### config.mk
export PLATFORM = sky130hd
export DESIGN_NAME = task_clk_sequencer
export DESIGN_NICKNAME = d
export VERILOG_FILES = /design/src/rtl/task_clk_sequencer.sv
export SDC_FILE = /design/constraint.sdc
export NUM_CORES = 1
export LEC_CHECK = 0
export BUFFER_PORTS_ARGS = -buffer_cell sky130_fd_sc_hd__buf_2
export CAP_MARGIN = 20
export CELL_PAD_IN_SITES_DETAIL_PLACEMENT = 2
export CELL_PAD_IN_SITES_GLOBAL_PLACEMENT = 2
export CORE_UTILIZATION = 36
export DETAILED_ROUTE_END_ITERATION = 10
export PLACE_DENSITY_LB_ADDON = 0.1
export SYNTH_ARGS = -nofsm -noshare
export SYNTH_HDL_FRONTEND = slang
export SYNTH_SLANG_ARGS = --single-unit
### constraint.sdc
create_clock -name sys_clk -period 3.8 [get_ports sys_clk]
set_input_delay 0.38 -clock sys_clk [delete_from_list [all_inputs] [get_ports sys_clk]]
set_output_delay 0.38 -clock sys_clk [all_outputs]
set_load 0.05 [all_outputs]
### src/rtl/task_clk_sequencer.sv
// ---------------------------------------------------------------------------
// task_clk_sequencer
//
// Run-control sequencer for a gated task clock. Drives the clock-enable of
// the task clock gate (BUFGCE CE) and counts every enabled task-clock cycle.
// A host issues commands over a valid/ready handshake: CLEAR the counter,
// RUN freely, STEP N cycles, or RUN_TO an absolute cycle count. A running
// operation can be aborted with halt_req. Every finished command produces
// a one-cycle done pulse with a status code.
//
// Optional build macro: EXT_TRIG_HALT_EN
//   When defined, adds input trig_in. A trigger stops a running operation
//   with status 3. Priority: natural completion > halt_req > trig_in.
//
// Ports:
//   sys_clk      in   system clock, all logic on the rising edge
//   sys_reset_n  in   asynchronous active-low reset
//   cmd_valid    in   command present
//   cmd_ready    out  sequencer idle and able to accept a command
//   cmd_op       in   0=CLEAR 1=RUN 2=STEP 3=RUN_TO
//   cmd_arg      in   STEP: cycle count N, RUN_TO: absolute target
//   halt_req     in   abort the current RUN/STEP/RUN_TO
//   trig_in      in   (EXT_TRIG_HALT_EN only) external trigger halt
//   clk_en       out  registered enable for the task clock gate
//   running      out  high while in RUN/STEP/RUN_TO
//   cycle_count  out  enabled cycles since reset/CLEAR (wraps)
//   done         out  one-cycle completion pulse
//   done_status  out  0=complete 1=aborted 2=target already reached 3=trigger
// ---------------------------------------------------------------------------
module task_clk_sequencer #(
  parameter int CW = 32
) (
  input  logic          sys_clk,
  input  logic          sys_reset_n,
  input  logic          cmd_valid,
  output logic          cmd_ready,
  input  logic [1:0]    cmd_op,
  input  logic [CW-1:0] cmd_arg,
  input  logic          halt_req,
`ifdef EXT_TRIG_HALT_EN
  input  logic          trig_in,
`endif
  output logic          clk_en,
  output logic          running,
  output logic [CW-1:0] cycle_count,
  output logic          done,
  output logic [1:0]    done_status
);

  typedef enum logic [1:0] {
    S_IDLE = 2'd0,
    S_FREE = 2'd1,
    S_STEP = 2'd2,
    S_TOGO = 2'd3
  } state_t;

  localparam logic [1:0] OP_CLEAR  = 2'd0;
  localparam logic [1:0] OP_RUN    = 2'd1;
  localparam logic [1:0] OP_STEP   = 2'd2;
  localparam logic [1:0] OP_RUN_TO = 2'd3;

  localparam logic [1:0] ST_OK      = 2'd0;
  localparam logic [1:0] ST_ABORT   = 2'd1;
  localparam logic [1:0] ST_REACHED = 2'd2;
  localparam logic [1:0] ST_TRIG    = 2'd3;

  state_t        state_q;
  logic          clk_en_q;
  logic          running_q;
  logic          cmd_ready_q;
  logic          done_q;
  logic [1:0]    status_q;
  logic [CW-1:0] count_q;
  logic [CW-1:0] remaining_q;
  logic [CW-1:0] target_q;

  logic [CW-1:0] count_inc;
  logic          natural_end;
  logic          fin_d;
  logic [1:0]    fin_status_d;
  logic          trig;

`ifdef EXT_TRIG_HALT_EN
  assign trig = trig_in;
`else
  assign trig = 1'b0;
`endif

  assign count_inc = count_q + CW'(1);

  // The edge that counts the last enabled cycle of a STEP or RUN_TO.
  // TOGO compares the post-increment value so the counter never passes
  // the target, including when it wraps through 2^CW on the way.
  assign natural_end = ((state_q == S_STEP) && (remaining_q == CW'(1))) ||
                       ((state_q == S_TOGO) && (count_inc == target_q));

  // Decide whether this edge finishes a command and with which status.
  always_comb begin
    fin_d        = 1'b0;
    fin_status_d = ST_OK;
    if (state_q == S_IDLE) begin
      if (cmd_valid) begin
        if (cmd_op == OP_CLEAR) begin
          fin_d = 1'b1;
        end else if ((cmd_op == OP_STEP) && (cmd_arg == '0)) begin
          fin_d = 1'b1;
        end else if ((cmd_op == OP_RUN_TO) && (cmd_arg == count_q)) begin
          fin_d        = 1'b1;
          fin_status_d = ST_REACHED;
        end
      end
    end else begin
      if (natural_end) begin
        fin_d = 1'b1;
      end else if (halt_req) begin
        fin_d        = 1'b1;
        fin_status_d = ST_ABORT;
      end else if (trig) begin
        fin_d        = 1'b1;
        fin_status_d = ST_TRIG;
      end
    end
  end

  always_ff @(posedge sys_clk or negedge sys_reset_n) begin
    if (!sys_reset_n) begin
      state_q     <= S_IDLE;
      clk_en_q    <= 1'b0;
      running_q   <= 1'b0;
      cmd_ready_q <= 1'b1;
      done_q      <= 1'b0;
      status_q    <= ST_OK;
      count_q     <= '0;
      remaining_q <= '0;
      target_q    <= '0;
    end else begin
      done_q <= 1'b0;
      // An enabled cycle is always counted, even on a halting edge.
      if (clk_en_q) count_q <= count_inc;
      if (state_q == S_STEP) remaining_q <= remaining_q - CW'(1);

      if (fin_d) begin
        state_q     <= S_IDLE;
        clk_en_q    <= 1'b0;
        running_q   <= 1'b0;
        cmd_ready_q <= 1'b1;
        done_q      <= 1'b1;
        status_q    <= fin_status_d;
        // fin_d in IDLE implies an accepted command; clk_en is low in IDLE
        // so the clear cannot collide with an increment.
        if ((state_q == S_IDLE) && (cmd_op == OP_CLEAR)) count_q <= '0;
      end else if ((state_q == S_IDLE) && cmd_valid) begin
        // Only commands that actually run reach here; CLEAR always finishes.
        case (cmd_op)
          OP_RUN: begin
            state_q <= S_FREE;
          end
          OP_STEP: begin
            state_q     <= S_STEP;
            remaining_q <= cmd_arg;
          end
          OP_RUN_TO: begin
            state_q  <= S_TOGO;
            target_q <= cmd_arg;
          end
          default: begin
            state_q <= S_IDLE;
          end
        endcase
        if (cmd_op != OP_CLEAR) begin
          clk_en_q    <= 1'b1;
          running_q   <= 1'b1;
          cmd_ready_q <= 1'b0;
        end
      end
    end
  end

  assign cmd_ready   = cmd_ready_q;
  assign clk_en      = clk_en_q;
  assign running     = running_q;
  assign cycle_count = count_q;
  assign done        = done_q;
  assign done_status = status_q;

endmodule

==> results.ini, run 1 <==
[synthesis]
syn_area_um2=6400
synth_cell_types=62
synth-edff-count=0
synth-async-reset-ratio_pct=100
synth-seq-cells=103
synthesis.instances=683
synth_area_leaders=dfrtp_1 40%, xor2_1 9.7%, xnor2_1 8.1%
syn_avg_cell_area_um2=9.36
yosysTopAreaCellShare_pct=39.9
ys_seq_area_share_pct=40.3
syn_nets=724
yosysWarnings=0
synth_flop_cell=dfrtp_1
yosysTopAreaCell=dfrtp_1

[clocking]
cts_buffers=9
post_cts_buffers=0
ctsRootBufferMaster=clkbuf_16
cts_hold_buffers=0
clock_latency_ns=0.36
cts_sinks=103
clkTransAtPathRegs_ns=0.08
cts_tree=done
postCtsResizedCells=0
clock_path_buffers=2
cts_max_level=3

[timing]
fin_crit_sh_pct=85.4
skew_ns=0.0120
finalCriticalPeriod_ns=3.25
max_freq_ghz=0.308
finalHoldViolCount=0
setup_tns_ns=0
rsz0062_at_grt=false
maxSlewHeadroom_pct=54.9
tightestPinTransition_ns=0.671
drv_slew=0
setup_viol=0

[floorplanning]
die_h_um=135
die_area_um2=18300
num_io_pins=76
core_um2=17300
start_util_pct=37.0
dieWidth_um=135
num_rows=48

[placement]
post_dp_cell_area_um2=6920
portBuffers=75
place_congestion=0.829
hpwl_um=17100

[run]
cap_violations=0

[status]
status=finished clean

[drt]
drt_wl_total_um=22700
antenna_left=0
routedWlPerCell_um=23.4
route.detailed.drc=0
drtIter0Drc=312
dr_total_vias=5381
viasPerCell=5.54
drtPass1Iterations=4

[global_routing]
grt_pass1_wl_um=35300
grt-ovfl-total=0
antenna_found_initial=0
grt_usage_pct=26.0
grt_max_degree=48
grt_pass1_vias=5895

[hold_path]
hold_class=input port to async pin

[critical_path]
path_delay_family=simple AND/OR/NAND/NOR gates
start_kind=register
cp.arrival_ns=3.51
path_buf_inv=0
path_cells=ha_1, nand3_2, nor4_4, and2_1, xnor2_1, a2111oi_2, o2111ai_1, or2_1, a31o_1
worstSetupPathType=register to register
worstPathRequired_ns=4.06
slowest_delay_ns=0.51
cp_max_fo=8
endpoint_kind=register
critPathSlowestCell=dfrtp_1

[layout]
drive_above_1_share_pct=19.7
finalInstanceArea_um2=7240
diodes=0
synthToLayoutAreaGrowth_pct=13.2
fin_nets=782

[power_and_ir_drop]
p_per_area_nw_per_um2=716
p_leak_nw=2.99
max-vdd-ir-drop_mv=0.405

-- cell usage in the layout (no fill, tap or decap), types with 8 or more instances in the layout --
master	count
dfrtp_1	102
nor2_1	86
buf_2	74
xor2_1	71
xnor2_1	59
a21oi_1	45
nand2_1	43
mux2_2	33
nor4_1	26
nand3_1	23
nand4_1	20
nor3_1	19
buf_4	16
o21ai_0	11
clkbuf_16	9
inv_1	8
or3_1	8
-- synthesized netlist by cell type, types with 2 or more instances --
cell type  number
o31ai_1         2
clkbuf_1       18
or4_1           6
a21o_1          3
nor4_2          2
o211ai_1        2
nor3_1         19
xnor2_1        59
buf_4           7
nand3b_1        3
mux2_2         33
ha_1            3
nand3_1        23
o21a_1          2
nor2b_1         3
nor4_1         26
nand4_1        20
mux2i_1         5
buf_2          10
o21ai_0        11
o2111ai_1       2
and2_1          4
or3_1           8
nand2b_1        3
a31oi_1         4
dfrtp_1       102
a21oi_1        45
buf_6           7
inv_1           8
and3_1          5
and4_1          7
xor2_1         71
nor2_1         86
a221oi_1        2
nand2_1        43
nor3b_1         3
-- path summary, 6_finish.rpt --
| kind | slack (ns) | startpoint | end | depth (start not counted) |
|---|---|---|---|---|
| worst max-delay path | 0.55 | cycle_count[0]$_DFF_PN0_ | done_status[1]$_DFFE_PN0P_ | 9 |
| worst min-delay path | 0.02 | sys_reset_n | cycle_count[5]$_DFF_PN0_ | 1 |
| worst max register to register | 0.55 | cycle_count[0]$_DFF_PN0_ | done_status[1]$_DFFE_PN0P_ | 9 |
| worst min register to register | 0.54 | target_q[27]$_DFFE_PN0P_ | target_q[27]$_DFFE_PN0P_ | 1 |
| max in group asynchronous | 2.85 | sys_reset_n | cmd_ready$_DFFE_PN1P_ | 2 |
| min in group sys_clk | 0.33 | cmd_arg[24] | remaining_q[24]$_DFF_PN0_ | 3 |
-- sequential cells by signal (all words and copies together), names as in the netlist --
name,flops
remaining_q,32
state_q,2
target_q,32
done,1
done_status,2
cycle_count,32
cmd_ready,1
running,1
-- stage by stage --
stage	power, mW	hold WS (ns)	cells	util (%)	worst slack (ns)
after global routing	5.47	0.0415	971	41.9	0.309
final	5.19	0.0208	971	41.9	0.554
after CTS	5.21	0.0441	971	41.9	0.521
after detailed placement	4.13	0.431	955	40.0	0.524
after global placement	3.99	0.424	955	40.0	0.653
after floorplan	3.49	0.0844	683	-	0.779
-- metal layers --
metal  track usage (%)  part of all wire (%)  vias up
met4              9.68                   2.3        0
li1                  -                     -     2500
met1              34.2                    46     2739
met5                 0                     0        -
met3              3.40                   3.7       30
met2              43.5                    48      112
-- report_power, final --
group | switching [mW] | internal (mW)
Clock | 0.458 | 0.601
Sequential | 0.591 | 1.53
Combinational | 1.17 | 0.837
Total | 2.22 | 2.97
-- cell families (layout without fill, tap and decap cells) --
group | count (synthesis) | in the layout | synth area share [%]
compound gates | 85 | 85 | 8.04
xor+xnor | 130 | 130 | 17.8
fa+ha+maj | 3 | 3 | 0.587
buf+inv | 51 | 114 | 4.42
flops | 103 | 103 | 40.3
mux | 39 | 39 | 6.77
simple gates | 272 | 272 | 22.1
-- cell type report --
cell class	instances	area, µm²
fill	1914	10100
clock buffer	12	246
sequential	103	2580
tap	225	282
multi-input combinational	529	3530
clock inverter	4	77.6
inverter	8	30.0
timing repair buffer	90	490
Power figures use the tool's default switching activity.
==> inputs of run 2 (changes only) <==
BUFFER_PORTS_ARGS = default   (was -buffer_cell sky130_fd_sc_hd__buf_2)
DONT_BUFFER_PORTS = 1   (was default)
==> run 2 against run 1 <==
  * Power decreased by 3.3%
  * Critical path depth decreased by 1
  * First-iteration DRC count decreased by 35%
  * Clock power decreased by 15%
  * Register-to-register slack got worse by 0.12 ns
  * Clock skew decreased by 0.0067 ns
  * Core utilization decreased by 1.2 points
  * Combinational power about the same
  * Flip-flop and latch count unchanged
  * Final cell count decreased by 5.0%
  * Maximum frequency decreased by 3.6%
  * Via count decreased by 2.7%
  * Critical path type unchanged
  * Highest routed layer unchanged
==> results.ini, run 2 (synthesized netlist as in run 1, its figures left out) <==
[timing]
finalHoldViolCount=0
maxSlewHeadroom_pct=50.8
setup_viol=0
finalCriticalPeriod_ns=3.37
drv_slew=0
fin_crit_sh_pct=88.6
rsz0062_at_grt=false
hold-worst-slack_ns=0.150
skew_ns=0.00526
tightestPinTransition_ns=0.732
max_freq_ghz=0.297
setup_tns_ns=0

[critical_path]
slowest_delay_ns=0.78
start_kind=register
path_buf_inv=0
worstSetupPathType=register to register
worstPathRequired_ns=4.05
path_delay_family=simple AND/OR/NAND/NOR gates
critPathSlowestCell=dfrtp_1
endpoint_kind=register
path_cells=and4_1, nand2_1, a221oi_1, nand3_1, nor4_1, o2111ai_1, or2_1, a31o_1
cp.arrival_ns=3.62
cp_max_fo=7

[clocking]
cts_max_level=3
clkTransAtPathRegs_ns=0.07
cts_sinks=103
cts_buffers=9
cts_tree=done
clock_path_buffers=2
clock_latency_ns=0.37
ctsRootBufferMaster=clkbuf_16

[power_and_ir_drop]
p_leak_nw=2.77
max-vdd-ir-drop_mv=0.398
p_per_area_nw_per_um2=713

[placement]
place_congestion=0.911
hpwl_um=17200
portBuffers=0

[drt]
antenna_left=0
route.detailed.drc=0
routedWlPerCell_um=24.1
viasPerCell=5.68
drtIter0Drc=202
dr_total_vias=5236
drt_wl_total_um=22300
drtPass1Iterations=4

[floorplanning]
die_h_um=135
num_rows=48
start_util_pct=37.0
num_io_pins=76
dieWidth_um=135
core_um2=17300
die_area_um2=18300

[run]
cap_violations=0

[global_routing]
grt_pass1_vias=5796
grt_pass1_wl_um=34700
grt-ovfl-total=0
grt_max_degree=104
grt_usage_pct=25.7
antenna_found_initial=0

[layout]
diodes=0
synthToLayoutAreaGrowth_pct=9.98
fin_nets=733
drive_above_1_share_pct=13.8
mostFrequentLayoutCells=102 x dfrtp_1, 86 x nor2_1, 71 x xor2_1
final_common_cell=dfrtp_1
final_core_util_pct=40.7

[hold_path]
hold_class=input port to register

[status]
status=finished clean

[run 2: final cells by class]
| cell class | count | area (µm²) |
|---|---|---|
| Fill cell | 1914 | 10300 |
| Tap cell | 225 | 282 |
| Sequential cell | 103 | 2580 |
| Inverter | 8 | 30.0 |
| Clock buffer | 12 | 236 |
| Clock inverter | 4 | 30.0 |
| Multi-Input combinational cell | 529 | 3530 |
| Timing Repair Buffer | 41 | 343 |
[run 2: report_power, final]
group | total [mW] | switching, mW | internal [mW]
registers | 2.13 | 0.596 | 1.53
logic | 1.99 | 1.14 | 0.842
clock network | 0.901 | 0.452 | 0.449
total | 5.01 | 2.19 | 2.82
[run 2: stage by stage]
| stage | worst slack (ns) | cell area [µm²] | instances | power [mW] |
|---|---|---|---|---|
| floorplan | 0.779 | 6400 | 683 | 3.49 |
| global placement | 0.619 | 6730 | 904 | 3.98 |
| detailed placement | 0.541 | 6730 | 904 | 4.10 |
| CTS | 0.459 | 7030 | 922 | 5.06 |
| global route | 0.287 | 7030 | 922 | 5.30 |
| finish | 0.432 | 7030 | 922 | 5.01 |
[run 2: what timing repair did]
action	in CTS	in global routing
resized for setup	0	0
buffers inserted	0	0
hold endpoints to repair	103	0
hold buffers	2	0
[run 2: final timing paths]
kind	end	start	depth (start not counted)	slack (ns)
max reg2reg	done_status[1]$_DFFE_PN0P_	cycle_count[24]$_DFF_PN0_	8	0.43
max	done_status[1]$_DFFE_PN0P_	cycle_count[24]$_DFF_PN0_	8	0.43
min	target_q[15]$_DFFE_PN0P_	cmd_arg[15]	1	0.15
max in group asynchronous	done_status[1]$_DFFE_PN0P_	sys_reset_n	2	2.77
min in group asynchronous	cycle_count[2]$_DFF_PN0_	sys_reset_n	2	0.58
min reg2reg	target_q[15]$_DFFE_PN0P_	target_q[15]$_DFFE_PN0P_	1	0.52
[run 2: metal layers]
metal / share of wire [%] / global-route usage [%] / vias up
met3: 4.7 / 5.72 / 24
met5: 0 / 0 / -
met2: 48 / 42.6 / 100
met4: 1.8 / 8.68 / 0
li1: - / - / 2401
met1: 45 / 32.9 / 2711
==> inputs of run 3 (changes only) <==
CTS_BUF_LIST = sky130_fd_sc_hd__clkbuf_8   (was default)
==> run 3 against run 2 <==
  * Clock skew is 0.0076 ns higher
  * Non-clock buffer count stayed put
  * Flip-flop and latch count stayed put
  * Die area stayed put
  * Combinational power hardly changed
  * Via count is 0.99% higher
  * Maximum frequency is 2.1% higher
  * Critical path depth stayed put
  * Core utilization is 0.59 points lower
  * Count of clock-buffer cells in the layout is 3 lower
  * Clock power is 27% lower
  * Global-route usage is 0.21 points lower
  * Largest power group unchanged
==> results.ini, run 3 (synthesized netlist as in run 1, its figures left out) <==
[layout]
fill_cells=1918
regArea_um2=2580
multi_input_area_um2=3530
final_core_util_pct=40.1
fin_nets=733
finalInstanceArea_um2=6930
final_common_cell=dfrtp_1
diodes=0
mostFrequentLayoutCells=102 x dfrtp_1, 86 x nor2_1, 71 x xor2_1
drive_above_1_share_pct=13.8
post_layout_nonfiller_instances=922
synthToLayoutAreaGrowth_pct=8.39

[drt]
dr_total_vias=5288
antenna_left=0
viasPerCell=5.74
drtPass1Iterations=5
drt_wl_total_um=22200
routedWlPerCell_um=24.0
route.detailed.drc=0
drtIter0Drc=260

[timing]
skew_ns=0.0129
rsz0062_at_grt=false
finalCriticalPeriod_ns=3.30
fin_crit_sh_pct=86.8
maxSlewHeadroom_pct=46.8
fin_ws_ns=0.503
setup_tns_ns=0
setup_viol=0
drv_slew=0
finalHoldViolCount=0
tightestPinTransition_ns=0.790
max_freq_ghz=0.303

[placement]
placedCellCount=904
portBuffers=0
place_congestion=0.911
dp_slack_ns=0.541
post_dp_cell_area_um2=6730
hpwl_um=17200

[critical_path]
worstSetupPathType=register to register
path_delay_family=simple AND/OR/NAND/NOR gates
critPathSlowestCell=dfrtp_1
slowest_delay_ns=0.79
worstPathRequired_ns=4.10
cp_max_fo=7
cp.arrival_ns=3.59
path_cells=and4_1, nand2_1, a221oi_1, nand3_1, nor4_1, o2111ai_1, or2_1, a31o_1
endpoint_kind=register
start_kind=register
path_buf_inv=0

[clocking]
clkTransAtPathRegs_ns=0.11
clock_latency_ns=0.40
cts_tree=done
ctsRootBufferMaster=clkbuf_8
clock_path_buffers=2
cts_buffers=9
cts_sinks=103
cts_max_level=3
postCtsResizedCells=0

[global_routing]
grt_pass1_vias=5776
grt-ovfl-total=0
grt_max_degree=104
grt_pass1_wl_um=34700
antenna_found_initial=0
grt_usage_pct=25.5

[floorplanning]
start_util_pct=37.0
die_h_um=135
dieWidth_um=135
num_io_pins=76
core_um2=17300
die_area_um2=18300
num_rows=48

[power_and_ir_drop]
p_leak_nw=2.74
p_per_area_nw_per_um2=689
max-vdd-ir-drop_mv=0.361

[hold_path]
hold_class=input port to register

[run]
cap_violations=0

[status]
status=finished clean

==> run 3: changes by cell type in the layout (fill, tap and decap cells not counted) <==
| cell | before | now |
|---|---|---|
| clkbuf_1 | 3 | 0 |
| clkbuf_16 | 9 | 0 |
| clkbuf_8 | 0 | 9 |
| inv_1 | 8 | 11 |
==> run 3: layout make-up <==
| class | instances | area share [%] |
|---|---|---|
| clock inverter | 7 | 0.596 |
| multi-input combinational | 529 | 51.0 |
| timing repair buffer | 41 | 4.94 |
| inverter | 8 | 0.433 |
| tap | 225 | 4.06 |
| clock buffer | 9 | 1.79 |
| sequential | 103 | 37.2 |
==> run 3: report_power, final <==
part,switching (mW),leakage (nW),internal [mW]
clock,0.421,0.0934,0.235
combinational,1.15,1.39,0.843
sequential,0.602,1.25,1.53
total,2.17,2.74,2.60
==> run 3: path summary, 6_finish.rpt <==
kind                       depth (start not counted)  slack [ns]                          to                       from
hold reg to reg                                    1        0.53    target_q[15]$_DFFE_PN0P_   target_q[15]$_DFFE_PN0P_
setup / recovery                                   8        0.50  done_status[1]$_DFFE_PN0P_  cycle_count[24]$_DFF_PN0_
max in group asynchronous                          2        2.81    target_q[24]$_DFFE_PN0P_                sys_reset_n
hold / removal                                     1        0.11    target_q[15]$_DFFE_PN0P_                cmd_arg[15]
min in group asynchronous                          2        0.54    cycle_count[2]$_DFF_PN0_                sys_reset_n
setup reg to reg                                   8        0.50  done_status[1]$_DFFE_PN0P_  cycle_count[24]$_DFF_PN0_
==> run 3: per-stage QoR <==
| stage | total power [mW] | hold slack [ns] |
|---|---|---|
| 6_report | 4.77 | 0.114 |
| 5_1_grt | 5.04 | 0.107 |
| 4_1_cts | 4.81 | 0.0995 |
| 3_5_place_dp | 4.10 | 0.0884 |
| 3_3_place_gp | 3.98 | 0.0890 |
| 2_1_floorplan | 3.49 | 0.0844 |
==> run 3: layer usage <==
metal	vias up	global-route usage [%]	routed length, µm
li1	2400	-	-
met1	2749	33.3	10000
met2	114	42.5	10800
met3	25	4.71	933
met4	0	8.11	439
met5	-	0	0
==> run 3: worst reg2reg max path, cell delays in order (launching register included) <==
cell,delay (ns)
dfrtp_1,0.79
and4_1,0.46
nand2_1,0.20
a221oi_1,0.42
nand3_1,0.14
nor4_1,0.44
o2111ai_1,0.23
or2_1,0.29
a31o_1,0.23
==> run 3: what timing repair did <==
action,4_1_cts,5_1_grt
hold buffers,2,0
endpoints found under the setup margin,0,0
setup buffers,0,0
endpoints found under the hold margin,103,0
